### src/rtl/mtm_alu_arb_pkg.sv
// mtm_alu_arb_pkg: shared state encoding, flag positions, opcodes and index helper
package mtm_alu_arb_pkg;

    typedef enum logic [1:0] {
        ST_IDLE  = 2'd0,
        ST_ISSUE = 2'd1,
        ST_WAIT  = 2'd2,
        ST_RESP  = 2'd3
    } state_t;

    localparam int FLAG_CARRY = 3;
    localparam int FLAG_OVF   = 2;
    localparam int FLAG_ZERO  = 1;
    localparam int FLAG_NEG   = 0;

    localparam logic [2:0] OP_AND = 3'b000;
    localparam logic [2:0] OP_OR  = 3'b001;
    localparam logic [2:0] OP_ADD = 3'b100;
    localparam logic [2:0] OP_SUB = 3'b101;

    // Explicit wrap so non-power-of-2 requester counts rotate correctly
    function automatic int wrap_inc(input int idx, input int n);
        return (idx + 1 >= n) ? 0 : idx + 1;
    endfunction

endpackage

### src/rtl/mtm_alu_rr_picker.sv
// mtm_alu_rr_picker: rotating priority encoder starting the scan at rr_ptr
module mtm_alu_rr_picker #(
    parameter int N_REQ = 4,
    parameter int IW    = $clog2(N_REQ)
) (
    input  logic [N_REQ-1:0] req_valid,
    input  logic [IW-1:0]    rr_ptr,
    output logic [IW-1:0]    win_idx,
    output logic             any_valid
);

    logic [IW:0] w_idx;

    // Scan offsets from farthest to nearest so the closest valid index to rr_ptr wins
    always_comb begin
        win_idx   = '0;
        any_valid = |req_valid;
        w_idx     = '0;
        for (int j = N_REQ - 1; j >= 0; j--) begin
            w_idx = {1'b0, rr_ptr} + (IW + 1)'(j);
            w_idx = (w_idx >= (IW + 1)'(N_REQ)) ? w_idx - (IW + 1)'(N_REQ) : w_idx;
            if (req_valid[w_idx[IW-1:0]]) win_idx = w_idx[IW-1:0];
        end
    end

endmodule

### src/rtl/mtm_alu_arbiter.sv
// mtm_alu_arbiter: round-robin sharing of one ALU core among N_REQ requesters with a done watchdog
module mtm_alu_arbiter
    import mtm_alu_arb_pkg::*;
#(
    parameter int N_REQ   = 4,
    parameter int DW      = 32,
    parameter int OPW     = 3,
    parameter int TIMEOUT = 255,
    parameter int IW      = $clog2(N_REQ)
) (
    input  logic                 clk,
    input  logic                 rst,
    input  logic [N_REQ-1:0]     req_valid,
    output logic [N_REQ-1:0]     req_ready,
    input  logic [N_REQ*DW-1:0]  req_A,
    input  logic [N_REQ*DW-1:0]  req_B,
    input  logic [N_REQ*OPW-1:0] req_OP,
    output logic [N_REQ-1:0]     rsp_valid,
    output logic [DW-1:0]        rsp_C,
    output logic [3:0]           rsp_flags,
    output logic [2:0]           rsp_crc,
    output logic                 rsp_err,
    output logic                 core_start,
    output logic [DW-1:0]        core_A,
    output logic [DW-1:0]        core_B,
    output logic [OPW-1:0]       core_OP,
    input  logic                 core_done,
    input  logic [DW-1:0]        core_C,
    input  logic [3:0]           core_flags,
    input  logic [2:0]           core_crc,
    output logic                 busy,
    output logic [IW-1:0]        grant_id
);

    localparam int WW = $clog2(TIMEOUT + 1);

    state_t          r_state, w_next;
    logic [IW-1:0]   r_rr_ptr, r_grant, w_win;
    logic            w_any, w_accept, w_timeout;
    logic [WW-1:0]   r_wd;
    logic [DW-1:0]   r_core_A, r_core_B, r_rsp_C;
    logic [OPW-1:0]  r_core_OP;
    logic [3:0]      r_rsp_flags;
    logic [2:0]      r_rsp_crc;
    logic            r_rsp_err;

    mtm_alu_rr_picker #(.N_REQ(N_REQ), .IW(IW)) u_picker (
        .req_valid (req_valid),
        .rr_ptr    (r_rr_ptr),
        .win_idx   (w_win),
        .any_valid (w_any)
    );

    assign w_accept  = (r_state == ST_IDLE) && w_any;
    // The watchdog counts WAIT cycles; the TIMEOUT-th WAIT cycle without done is the error cycle
    assign w_timeout = (r_wd == WW'(TIMEOUT - 1));

    // State register
    always_ff @(posedge clk) begin
        if (rst) r_state <= ST_IDLE;
        else     r_state <= w_next;
    end

    // Next-state logic: IDLE -> ISSUE -> WAIT -> RESP -> IDLE
    always_comb begin
        w_next = (r_state == ST_IDLE)  ? (w_any ? ST_ISSUE : ST_IDLE) :
                 (r_state == ST_ISSUE) ? ST_WAIT :
                 (r_state == ST_WAIT)  ? ((core_done || w_timeout) ? ST_RESP : ST_WAIT) :
                                         ST_IDLE;
    end

    // Output decode: accept strobe, response pulse, issue strobe and busy
    always_comb begin
        req_ready  = w_accept ? (N_REQ'(1) << w_win) : '0;
        rsp_valid  = (r_state == ST_RESP) ? (N_REQ'(1) << r_grant) : '0;
        core_start = (r_state == ST_ISSUE);
        busy       = (r_state != ST_IDLE);
    end

    // Datapath: operand capture at accept, watchdog, result capture and pointer rotation
    always_ff @(posedge clk) begin
        if (rst) begin
            r_rr_ptr    <= '0;
            r_grant     <= '0;
            r_wd        <= '0;
            r_core_A    <= '0;
            r_core_B    <= '0;
            r_core_OP   <= '0;
            r_rsp_C     <= '0;
            r_rsp_flags <= '0;
            r_rsp_crc   <= '0;
            r_rsp_err   <= 1'b0;
        end else begin
            if (w_accept) begin
                r_grant   <= w_win;
                r_core_A  <= req_A[w_win*DW +: DW];
                r_core_B  <= req_B[w_win*DW +: DW];
                r_core_OP <= req_OP[w_win*OPW +: OPW];
            end
            if (r_state == ST_ISSUE) r_wd <= '0;
            if (r_state == ST_WAIT) begin
                if (core_done) begin
                    r_rsp_C     <= core_C;
                    r_rsp_flags <= core_flags;
                    r_rsp_crc   <= core_crc;
                    r_rsp_err   <= 1'b0;
                end else if (w_timeout) begin
                    r_rsp_C     <= '0;
                    r_rsp_flags <= '0;
                    r_rsp_crc   <= '0;
                    r_rsp_err   <= 1'b1;
                end else begin
                    r_wd <= r_wd + 1'b1;
                end
            end
            if (r_state == ST_RESP) r_rr_ptr <= IW'(wrap_inc(int'(r_grant), N_REQ));
        end
    end

    assign core_A    = r_core_A;
    assign core_B    = r_core_B;
    assign core_OP   = r_core_OP;
    assign rsp_C     = r_rsp_C;
    assign rsp_flags = r_rsp_flags;
    assign rsp_crc   = r_rsp_crc;
    assign rsp_err   = r_rsp_err;
    assign grant_id  = r_grant;

endmodule

### config.mk
export PLATFORM = sky130hd
export DESIGN_NAME = mtm_alu_arbiter
export DESIGN_NICKNAME = d
export VERILOG_FILES = /design/src/rtl/mtm_alu_arb_pkg.sv /design/src/rtl/mtm_alu_rr_picker.sv /design/src/rtl/mtm_alu_arbiter.sv
export SDC_FILE = /design/constraint.sdc
export NUM_CORES = 1
export LEC_CHECK = 0
export CAP_MARGIN = 5
export CORE_AREA = 5 5 166 168
export CTS_CLUSTER_SIZE = 12
export DETAILED_ROUTE_END_ITERATION = 8
export DIE_AREA = 0 0 171 173
export GPL_TIMING_DRIVEN = 0
export PLACE_DENSITY = 0.67
export SYNTH_ARGS = -nofsm -noshare
export SYNTH_HDL_FRONTEND = slang
export SYNTH_SLANG_ARGS = --single-unit
### constraint.sdc
create_clock -name clk -period 2.6 [get_ports clk]
set_input_delay 0.52 -clock clk [delete_from_list [all_inputs] [get_ports clk]]
set_output_delay 0.52 -clock clk [all_outputs]
set_load 0.02 [all_outputs]
==> impl_metrics.csv <==
group,metric,value,unit
floorplanning,fp.dieArea,29600,µm²
setup_path,cpMaxStageDelayCell,"or4b_4",
setup_path,required,2080,ps
placed_design,io_buffers,431,
floorplanning,initial_core_util,31.2,%
cts,cts.reportedPaths.clkPinSlew,60,ps
yosys,synth-main-ff-cell,"dfxtp_1",
cts,clock_latency,420,ps
timing,fin_hold_ws,503,ps
floorplanning,die_width,171,µm
timing,min_period_over_period,97.2,%
setup_path,startpoint_type,"primary input",
setup_path,max_stage_delay,580,ps
floorplanning,rows,59,
setup_path,startpoint,"req_valid[2]",
setup_path,arrival,2010,ps
cts,cts-root-buf,"clkbuf_16",
yosys,synth_nets,1345,
pwr,power.density,480,nW/µm²
timing,finalMaxSlewViolations,0,
layout,fin_cells,1826,
global_route,grt_start_max_net_pins,20,
yosys,synth.top_cell.area_share,30.1,%
setup_path,rr_endpoint,"core_A[17]",
timing,finalClockSkew,16.3,ps
yosys,postSynthAreaPerCell,7.88,µm²
cts,clockBufferDepth,2,
floorplanning,die_h,173,µm
drt,drt_wl_total,40400,µm
yosys,yosys.cell_types.count,40,
setup_path,r2r_setup_slack,150,ps
drt,drc_errors,0,
placed_design,dp_cells,1787,
cts,cts_sinks,121,
layout,nFillCells,2496,
pwr,peakVddDrop,0.000348,V
pwr,leakage,4.99,nW
floorplanning,io_pins,433,
drt,drt-pass1-iter-count,7,
floorplanning,core-area,25800,µm²
yosys,synth_cells,1021,
timing,hold_viol_final,0,
placed_design,gp_congestion,0.876,
cts,cts_hold_buf,0,
timing,fmax,0.396,GHz
drt,vias,9829,
yosys,yosys_warnings,0,
hold_path,hold_path_class,"flip-flop to flip-flop",
yosys,synth-edff-count,0,
setup_path,path_cells,"clkdlybuf4s15_1 -> nor2b_1 -> or4b_4 -> clkbuf_16 -> nand2_8 -> nand2_4 -> nor2_2 -> buf_4",
placed_design,placed_area,12800,µm²
setup_path,cp-end-kind,"primary output",
setup_path,rr_startpoint,"r_state[0]",
timing,tightestPinTransition,728,ps
yosys,ys_top_cells_by_count,"and3_1, dfxtp_1, clkbuf_1, a21boi_0, a21oi_1",
yosys,ys_seq_area_share,30.1,%
cts,numCtsBuffers,17,
global_route,grt_overflow_total,0,
global_route,grt_pass1_vias,10100,
cts,htreeDepth,4,
yosys,syn_area,8050,µm²
drt,wl_per_cell,22.1,µm
drt,drtAntennaViolNets,0,
setup_path,worstSetupEndpoint,"req_ready[1]",
yosys,synthArstFlopShare,0,%
flow_run,max_cap_viol_count,0,
drt,via_per_inst,5.38,
layout,syn_to_final_growth,68.2,%
global_route,grt_use_total,25.7,%
setup_path,rr_worst_depth,10,
timing,min_period,2530,ps
layout,final_nets,1798,
drt,drtIter0Drc,646,
yosys,synthTopCellsByArea,"dfxtp_1, and3_1, a21boi_0",
yosys,yosysMostFrequentCell,"and3_1",
layout,layout-drive-gt1-share,5.85,%
timing,setup_viol,0,
setup_path,worst-setup-path-type,"primary input to primary output",
outcome,status,"completed",
cts,cts_tree,"built",
global_route,antenna_found_initial,6,
hold_path,min-delay-start,"rsp_C[9]",
layout,finalInstanceArea,13500,µm²
timing,slew_headroom,51.5,%
setup_path,cp_max_fo,10,
yosys,yosys.area.top_type,"dfxtp_1",
placed_design,dp_hpwl,31400,µm
global_route,grt_pass1_wl,59200,µm
yosys,synth-seq-cells,121,
==> cells by family after synthesis <==
logic type               count (synthesis)  synth area share (%)
flip-flops                             121                  30.1
buffers and inverters                  126                  7.15
AND/OR/NAND/NOR                        364                  27.4
multiplexers                             4                 0.498
AO/OA/AOI/OAI                          396                  33.3
adder cells (fa/ha/maj)                 10                  1.55
==> through the flow <==
step | setup slack [ps] | TNS, ps | utilization, % | power, mW
after floorplan | 139 | 0 | - | 2.97
after global placement | -1550 | -38100 | 49.6 | 4.02
after detailed placement | -1530 | -40150 | 49.6 | 4.03
after CTS | -55.4 | -132 | 52.4 | 6.53
after global routing | -4.79 | -4.79 | 52.5 | 6.77
final | 73.7 | 0 | 52.5 | 6.49
==> state kept, by name, indices dropped and copies added (netlist names), 3 cells and up <==
register   count
r_wd           8
core_OP        3
core_A        32
rsp_flags      4
core_B        32
rsp_crc        3
rsp_C         32
==> placed cells by master (no fill, tap or decap), drive strengths merged, types with 2 or more instances in the layout <==
cell type	instances
nand3	5
clkdlybuf4s50	423
and3	132
clkdlybuf4s15	2
o21ai	73
dfxtp	121
ha	10
buf	30
nor2	58
nand2	8
or4	3
inv	18
a31oi	2
nor2b	6
nor3	5
nor3b	67
mux2i	4
and2	72
diode	4
clkinvlp	2
a21oi	78
or3	4
clkinv	2
clkbuf	114
a21boi	132
o32ai	66
a22oi	39
==> worst max-delay path: cells and delay by family <==
family	cells	cell delay (ps)
simple gates	5	950
buf+inv	3	530
==> where the power goes <==
group / total (mW) / internal, mW / switching [mW]
clock: 2.46 / 1.38 / 1.08
sequential: 2.07 / 1.98 / 0.0900
combinational: 1.97 / 1.02 / 0.944
==> repair_timing <==
item	in CTS	in global routing
resized for setup	50	21
pin swaps	2	3
cloned	0	0
buffers inserted	3	2
endpoints found under the setup margin	40	40
==> worst min path at each step <==
stage                          end  depth (start not counted)
after floorplan            r_wd[7]                          2
after global placement    rsp_C[9]                          2
after detailed placement  rsp_C[9]                          2
after CTS                  r_wd[7]                          2
after global routing      rsp_C[9]                          2
final                     rsp_C[9]                          2
==> per-layer routing <==
| metal | global-route usage (%) | vias up | routed length [µm] |
|---|---|---|---|
| met1 | 30.4 | 4598 | 16000 |
| met4 | 11.7 | 4 | 1650 |
| met5 | 0 | - | 21 |
| li1 | - | 4696 | - |
| met3 | 7.83 | 88 | 3580 |
| met2 | 42.4 | 443 | 19100 |
==> area by class of cell <==
cell class / instances / area (µm²) / share of cell area (%)
clock inverters: 15 / 175 / 1.29
well taps: 335 / 419 / 3.10
diodes: 4 / 10.0 / 0.0739
flip-flops and latches: 121 / 2420 / 17.9
plain buffers: 116 / 609 / 4.50
inverters: 8 / 30.0 / 0.222
multi-input cells: 774 / 5110 / 37.8
repair buffers: 436 / 4330 / 32.0
clock buffers: 17 / 425 / 3.14
Power figures use the tool's default switching activity.
